### src/rtl/out_port_pkg.sv
// out_port_pkg: shared definitions for the out-port transmitter.
//   DATA_W_DEF   default bus / port word width
//   os_state_e   output-stage state encoding
//   occ_width()  bit width needed to count 0..depth words
package out_port_pkg;

  localparam int DATA_W_DEF = 32;

  typedef enum logic {
    OS_EMPTY = 1'b0,
    OS_VALID = 1'b1
  } os_state_e;

  function automatic int occ_width(input int depth);
    return $clog2(depth + 1);
  endfunction

endpackage

### src/rtl/out_port_fifo.sv
// out_port_fifo: ENTRIES-deep synchronous FIFO, the body behind the tx stage.
//   clk, clr        clock, async active-low reset
//   push_i/wdata_i  enqueue request and word
//   pop_i           dequeue the head word
//   rdata_o         current head word (valid while empty_o is low)
//   full_o/empty_o  status
//   count_o         words held
// Pointers wrap modulo ENTRIES, which need not be a power of two.
module out_port_fifo #(
  parameter  int DATA_W  = 32,
  parameter  int ENTRIES = 3,
  localparam int CNT_W   = $clog2(ENTRIES + 1),
  localparam int PW      = (ENTRIES > 1) ? $clog2(ENTRIES) : 1
) (
  input  logic              clk,
  input  logic              clr,
  input  logic              push_i,
  input  logic              pop_i,
  input  logic [DATA_W-1:0] wdata_i,
  output logic [DATA_W-1:0] rdata_o,
  output logic              full_o,
  output logic              empty_o,
  output logic [CNT_W-1:0]  count_o
);

  logic [DATA_W-1:0] mem_q [ENTRIES];
  logic [PW-1:0]     wr_ptr_q, rd_ptr_q;
  logic [CNT_W-1:0]  count_q;
  logic              do_push, do_pop;

  function automatic logic [PW-1:0] ptr_inc(input logic [PW-1:0] p);
    if (p == PW'(ENTRIES - 1)) return '0;
    return p + 1'b1;
  endfunction

  assign full_o  = (count_q == CNT_W'(ENTRIES));
  assign empty_o = (count_q == '0);
  assign count_o = count_q;
  assign rdata_o = mem_q[rd_ptr_q];

  assign do_pop  = pop_i && !empty_o;
  assign do_push = push_i && (!full_o || do_pop);

  always_ff @(posedge clk or negedge clr) begin
    if (!clr) begin
      wr_ptr_q <= '0;
      rd_ptr_q <= '0;
      count_q  <= '0;
    end else begin
      if (do_push) wr_ptr_q <= ptr_inc(wr_ptr_q);
      if (do_pop)  rd_ptr_q <= ptr_inc(rd_ptr_q);
      case ({do_push, do_pop})
        2'b10:   count_q <= count_q + 1'b1;
        2'b01:   count_q <= count_q - 1'b1;
        default: count_q <= count_q;
      endcase
    end
  end

  // Storage needs no reset: a slot is only read after it has been written.
  always_ff @(posedge clk) begin
    if (do_push) mem_q[wr_ptr_q] <= wdata_i;
  end

endmodule

### src/rtl/out_port_tx.sv
// out_port_tx: output-port peripheral for the `out` instruction.
//   clk, clr          clock, async active-low reset
//   OutPort_in        capture strobe, Bus_Data is the word to capture
//   out_full          registered full flag, stalls the control unit
//   Outport_Data_Out  last accepted word, held for polled devices
//   tx_data/tx_valid  head-of-queue word to the external device
//   tx_ready          external device accepts tx_data this cycle
//   occupancy         words held, tx stage included
//   overflow/ovf_clr  sticky dropped-write flag and its clear
//
// Output-stage FSM:
//   state    | meaning
//   OS_EMPTY | no word presented, tx_valid=0
//   OS_VALID | tx_data_q holds the head word, tx_valid=1
module out_port_tx
  import out_port_pkg::*;
#(
  parameter  int DATA_W = DATA_W_DEF,
  parameter  int DEPTH  = 4,
  localparam int OCC_W  = occ_width(DEPTH),
  localparam int FCNT_W = $clog2(DEPTH)
) (
  input  logic              clk,
  input  logic              clr,
  input  logic              OutPort_in,
  input  logic [DATA_W-1:0] Bus_Data,
  output logic              out_full,
  output logic [DATA_W-1:0] Outport_Data_Out,
  output logic [DATA_W-1:0] tx_data,
  output logic              tx_valid,
  input  logic              tx_ready,
  output logic [OCC_W-1:0]  occupancy,
  output logic              overflow,
  input  logic              ovf_clr
);

  os_state_e         state_q, state_d;
  logic [DATA_W-1:0] tx_data_q, tx_data_d;
  logic [DATA_W-1:0] out_data_q;
  logic [OCC_W-1:0]  occ_q, occ_d;
  logic              full_q, full_d;
  logic              ovf_q;

  logic              accept, hs;
  logic              fifo_push, fifo_pop, fifo_full, fifo_empty;
  logic [DATA_W-1:0] fifo_rdata;
  logic [FCNT_W-1:0] fifo_count;

  // Full comes from registered state only, so a same-cycle handshake
  // cannot rescue a write presented while full.
  assign accept = OutPort_in && !full_q;
  assign hs     = (state_q == OS_VALID) && tx_ready;

  out_port_fifo #(
    .DATA_W  (DATA_W),
    .ENTRIES (DEPTH - 1)
  ) u_fifo (
    .clk     (clk),
    .clr     (clr),
    .push_i  (fifo_push),
    .pop_i   (fifo_pop),
    .wdata_i (Bus_Data),
    .rdata_o (fifo_rdata),
    .full_o  (fifo_full),
    .empty_o (fifo_empty),
    .count_o (fifo_count)
  );

  // The FIFO head always has priority over a bypass write to keep ordering.
  always_comb begin
    state_d   = state_q;
    tx_data_d = tx_data_q;
    fifo_pop  = 1'b0;
    fifo_push = accept;
    case (state_q)
      OS_EMPTY: begin
        if (!fifo_empty) begin
          tx_data_d = fifo_rdata;
          fifo_pop  = 1'b1;
          state_d   = OS_VALID;
        end else if (accept) begin
          tx_data_d = Bus_Data;
          fifo_push = 1'b0;
          state_d   = OS_VALID;
        end
      end
      OS_VALID: begin
        if (hs) begin
          if (!fifo_empty) begin
            tx_data_d = fifo_rdata;
            fifo_pop  = 1'b1;
          end else if (accept) begin
            tx_data_d = Bus_Data;
            fifo_push = 1'b0;
          end else begin
            state_d = OS_EMPTY;
          end
        end
      end
      default: state_d = OS_EMPTY;
    endcase
  end

  always_comb begin
    case ({accept, hs})
      2'b10:   occ_d = occ_q + 1'b1;
      2'b01:   occ_d = occ_q - 1'b1;
      default: occ_d = occ_q;
    endcase
    full_d = (occ_d == OCC_W'(DEPTH));
  end

  always_ff @(posedge clk or negedge clr) begin
    if (!clr) begin
      state_q    <= OS_EMPTY;
      tx_data_q  <= '0;
      out_data_q <= '0;
      occ_q      <= '0;
      full_q     <= 1'b0;
      ovf_q      <= 1'b0;
    end else begin
      state_q   <= state_d;
      tx_data_q <= tx_data_d;
      occ_q     <= occ_d;
      full_q    <= full_d;
      if (accept) out_data_q <= Bus_Data;
      // Set wins over a simultaneous clear.
      if (OutPort_in && full_q) ovf_q <= 1'b1;
      else if (ovf_clr)         ovf_q <= 1'b0;
    end
  end

  // Occupancy is kept as its own register; it must always equal the FIFO
  // body plus the tx stage, and the body can never be pushed while full.
  always @(posedge clk) begin
    if (clr) begin
      assert (occ_q == OCC_W'(fifo_count) + OCC_W'(state_q == OS_VALID));
      assert (!(fifo_push && fifo_full && !fifo_pop));
    end
  end

  assign out_full         = full_q;
  assign Outport_Data_Out = out_data_q;
  assign tx_data          = tx_data_q;
  assign tx_valid         = (state_q == OS_VALID);
  assign occupancy        = occ_q;
  assign overflow         = ovf_q;

endmodule

### config.mk
export PLATFORM = sky130hd
export DESIGN_NAME = out_port_tx
export DESIGN_NICKNAME = d
export VERILOG_FILES = /design/src/rtl/out_port_pkg.sv /design/src/rtl/out_port_fifo.sv /design/src/rtl/out_port_tx.sv
export SDC_FILE = /design/constraint.sdc
export NUM_CORES = 1
export LEC_CHECK = 0
export BUFFER_PORTS_ARGS = -buffer_cell sky130_fd_sc_hd__buf_2
export CAP_MARGIN = 20
export CORE_AREA = 2 2 144 146
export DETAILED_ROUTE_END_ITERATION = 8
export DIE_AREA = 0 0 146 148
export PLACE_DENSITY_LB_ADDON = 0.2
export SETUP_SLACK_MARGIN = 0.5
export SYNTH_ARGS = -nofsm -noshare
export SYNTH_HDL_FRONTEND = slang
export SYNTH_SLANG_ARGS = --single-unit
export TNS_END_PERCENT = 1
### constraint.sdc
create_clock -name clk -period 6.8 [get_ports clk]
set_input_delay 1.7 -clock clk [delete_from_list [all_inputs] [get_ports clk]]
set_output_delay 1.7 -clock clk [all_outputs]
set_load 0.05 [all_outputs]
==> flow_summary_export.csv <==
group,metric,value,unit
power,p_sw,1.73,mW
floorplanning,die_w,146,um
final_layout,finalNetCount,676,
worst_setup_path,crit_chain,"buf_2 > nor2b_4 > buf_16 > inv_4 > ha_1 > fa_1 > xnor2_1 > or3_1 > a211oi_1",
flow_run,maxCapViolCount,0,
timing,rsz0062_at_grt,"no",
timing,hold_violations,0,
power,comb_power_share,40.2,%
placement,dp_hpwl,10.0,mm
clocking,postCtsHoldBufs,0,
clocking,clk_pin_slew,0.06,ns
worst_setup_path,cp_num_buf_inv,3,
floorplanning,row_count,52,
global_route,grt_max_degree,69,
placement,io_buffer_count,106,
power,clkPwrFrac,22.7,%
yosys,ys_warn_count,0,
timing,finalCriticalPeriod,4.02,ns
clocking,cts.sink_count,172,
global_route,use_met3,3.58,%
routing,wl_per_cell,18.5,um
hold_path,hold_path_class,"reg2reg",
timing,hold_ws,0.469,ns
power,p_per_area,483,mW/mm2
placement,dp.cells,887,
global_route,grt_util_all_layers,16.4,%
floorplanning,die_h,148,um
worst_setup_path,cp-start-kind,"input pin",
yosys,synth_edf_count,96,
clocking,worstSkewPairLatency,0.42,ns
worst_setup_path,crit_type,"in2reg",
final_layout,final-instance-count-excl-fill,920,
yosys,yosysSeqAreaShare,63.8,%
timing,tns,0,ns
final_layout,mostFrequentLayoutCells,"105 x buf_2, 99 x nand2_1, 96 x edfxtp_1",
clocking,cts_buffer_depth,2,
timing,skew,0.00670,ns
floorplanning,ios,107,
global_route,grt_pass1_vias,4933,
global_route,grtUsageMet1,21.8,%
final_layout,nFillCells,1906,
worst_setup_path,cp.required,7.12,ns
power,p_seq_share,37.2,%
clocking,htree_levels,4,
global_route,grt_pass1_wl,27.4,mm
yosys,synth_top_area_share,38.4,%
timing,drv_slew,0,
final_layout,insertedDiodeCount,0,
worst_setup_path,critPathMaxStageDelay,0.44,ns
global_route,use_met2,26.5,%
yosys,syn_nets,587,
yosys,syn_area_per_cell,13.7,um2
worst_setup_path,crit_arrival,4.34,ns
routing,drt-pass1-iter-count,4,
power,p_int,2.52,mW
power,leakage,3.36,nW
power,netSwitchingFraction,40.7,%
final_layout,syn_to_final_growth,17.3,%
routing,antenna_left,0,
yosys,ys_types,39,
timing,setup_violations,0,
global_route,antenna_found_initial,0,
yosys,postSynthCellCount,548,
clocking,cts_resized,0,
routing,drtIter0Drc,331,
worst_setup_path,endpoint_kind,"flop",
yosys,synth_area_leaders,"edfxtp_1 38%, dfrtp_1 25%, a2bb2oi_2 6.0%",
yosys,synth.cell_area,0.00750,mm2
worst_setup_path,slowest_stage,"nor2b_4",
routing,wirelength,17.0,mm
routing,vias,4625,
timing,period_share,59.1,%
floorplanning,start_util,37.4,%
timing,relSlewSlack,27.8,%
final_layout,final_common_cell,"buf_2",
timing,worst_slew_pin_slew,1.08,ns
floorplanning,core,0.0200,mm2
placement,gp_congestion,0.694,
clocking,postCtsSetupBuffers,0,
worst_setup_path,critPathTopFamily,"simple AND/OR/NAND/NOR gates",
outcome,outcome,"finished clean",
routing,drc,0,
yosys,synthFlopType,"edfxtp_1",
yosys,synth_top_cell_by_area,"edfxtp_1",
clocking,cts_tree,"yes",
global_route,grt.overflow.total,0,
yosys,synth_seq_cells,172,
final_layout,drive_gt1_share,33.2,%
timing,max_freq,249,MHz
yosys,async_reset_ff_share,44.2,%
worst_setup_path,worstPathMaxFanout,68,
routing,via_per_inst,5.03,
clocking,cts-buffers-inserted,17,
power,peakVddDrop,0.310,mV
floorplanning,die_area,0.0216,mm2
global_route,globalRoute.busiestLayer,"met2",
clocking,root_buffer,"clkbuf_16",
-- through the flow --
step | area, um2 | setup WS (ns) | util [%] | total power, mW
4_1_cts | 8780 | 2.29 | 43.8 | 4.30
2_1_floorplan | 7500 | 1.84 | - | 2.94
3_5_place_dp | 8190 | 1.85 | 40.9 | 3.32
3_3_place_gp | 8190 | 1.96 | 40.9 | 3.29
5_1_grt | 8800 | 2.62 | 43.9 | 4.47
6_report | 8800 | 2.78 | 43.9 | 4.25
-- state kept, by name, indices dropped and copies added (netlist names) --
name and flops:
u_fifo.mem_q 96, u_fifo.wr_ptr_q 2, Outport_Data_Out 32, tx_valid 1, tx_data 32, occupancy 3
u_fifo.count_o 2, u_fifo.rd_ptr_q 2, out_full 1, overflow 1
-- routing by layer --
layer / vias to the layer above / routed length, um
met5: - / 0
met4: 0 / 266
met3: 17 / 680
met2: 95 / 7990
met1: 2327 / 8060
li1: 2186 / -
-- worst reg2reg max path, stage by stage, from the launching register on --
cell      delay (ns)
dfrtp_2         0.93
or2_2           0.82
o211ai_4        0.20
nor3b_2         0.73
buf_4           0.47
-- layout make-up --
| class | count | area [um2] | area share [%] |
|---|---|---|---|
| clock buffer | 27 | 504 | 5.73 |
| inverter | 2 | 10.0 | 0.114 |
| timing repair buffer | 114 | 613 | 6.96 |
| clock inverter | 5 | 82.6 | 0.938 |
| sequential | 172 | 4790 | 54.4 |
| multi-input combinational | 330 | 2470 | 28.0 |
| tap | 270 | 338 | 3.84 |
-- Yosys cell counts, types with 2 or more instances --
cell,count
a21oi_1,2
dfrtp_1,76
a2bb2oi_2,30
clkbuf_1,9
nand2b_1,33
o211ai_1,33
buf_6,8
mux2_2,33
nand3_1,2
a211oi_1,33
edfxtp_1,96
a2bb2oi_1,2
nand2_1,99
nor3b_1,33
nor2b_1,3
xnor2_1,2
buf_2,23
buf_4,4
mux2_1,2
o21ai_0,6
-- kinds of logic after synthesis --
family / Yosys count / share of synthesized area [%]
fa+ha+maj: 2 / 0.434
buf+inv: 46 / 3.72
simple gates: 181 / 12.5
flops: 172 / 63.8
mux: 36 / 5.39
xor+xnor: 2 / 0.234
compound gates: 109 / 13.9
-- path summary, 6_finish.rpt --
kind                                     start                   to  slack, ns  depth (start not counted)
max                                 OutPort_in             out_full       2.78                          9
min                        Outport_Data_Out[2]  Outport_Data_Out[2]       0.47                          2
max reg2reg                  u_fifo.count_o[1]   u_fifo.mem_q[2][2]       3.30                          4
min reg2reg                Outport_Data_Out[2]  Outport_Data_Out[2]       0.47                          2
max in group asynchronous                  clr    u_fifo.count_o[0]       4.57                          2
min in group asynchronous                  clr          tx_data[17]       1.24                          1
-- power by group through the flow --
stage	registers [mW]	clock network, mW	logic [mW]
floorplan	2.03	0	0.909
global placement	1.60	0	1.69
detailed placement	1.60	0	1.72
CTS	1.59	0.993	1.72
global route	1.62	1.03	1.82
finish	1.58	0.964	1.71
(Power assumes the default switching activity.)
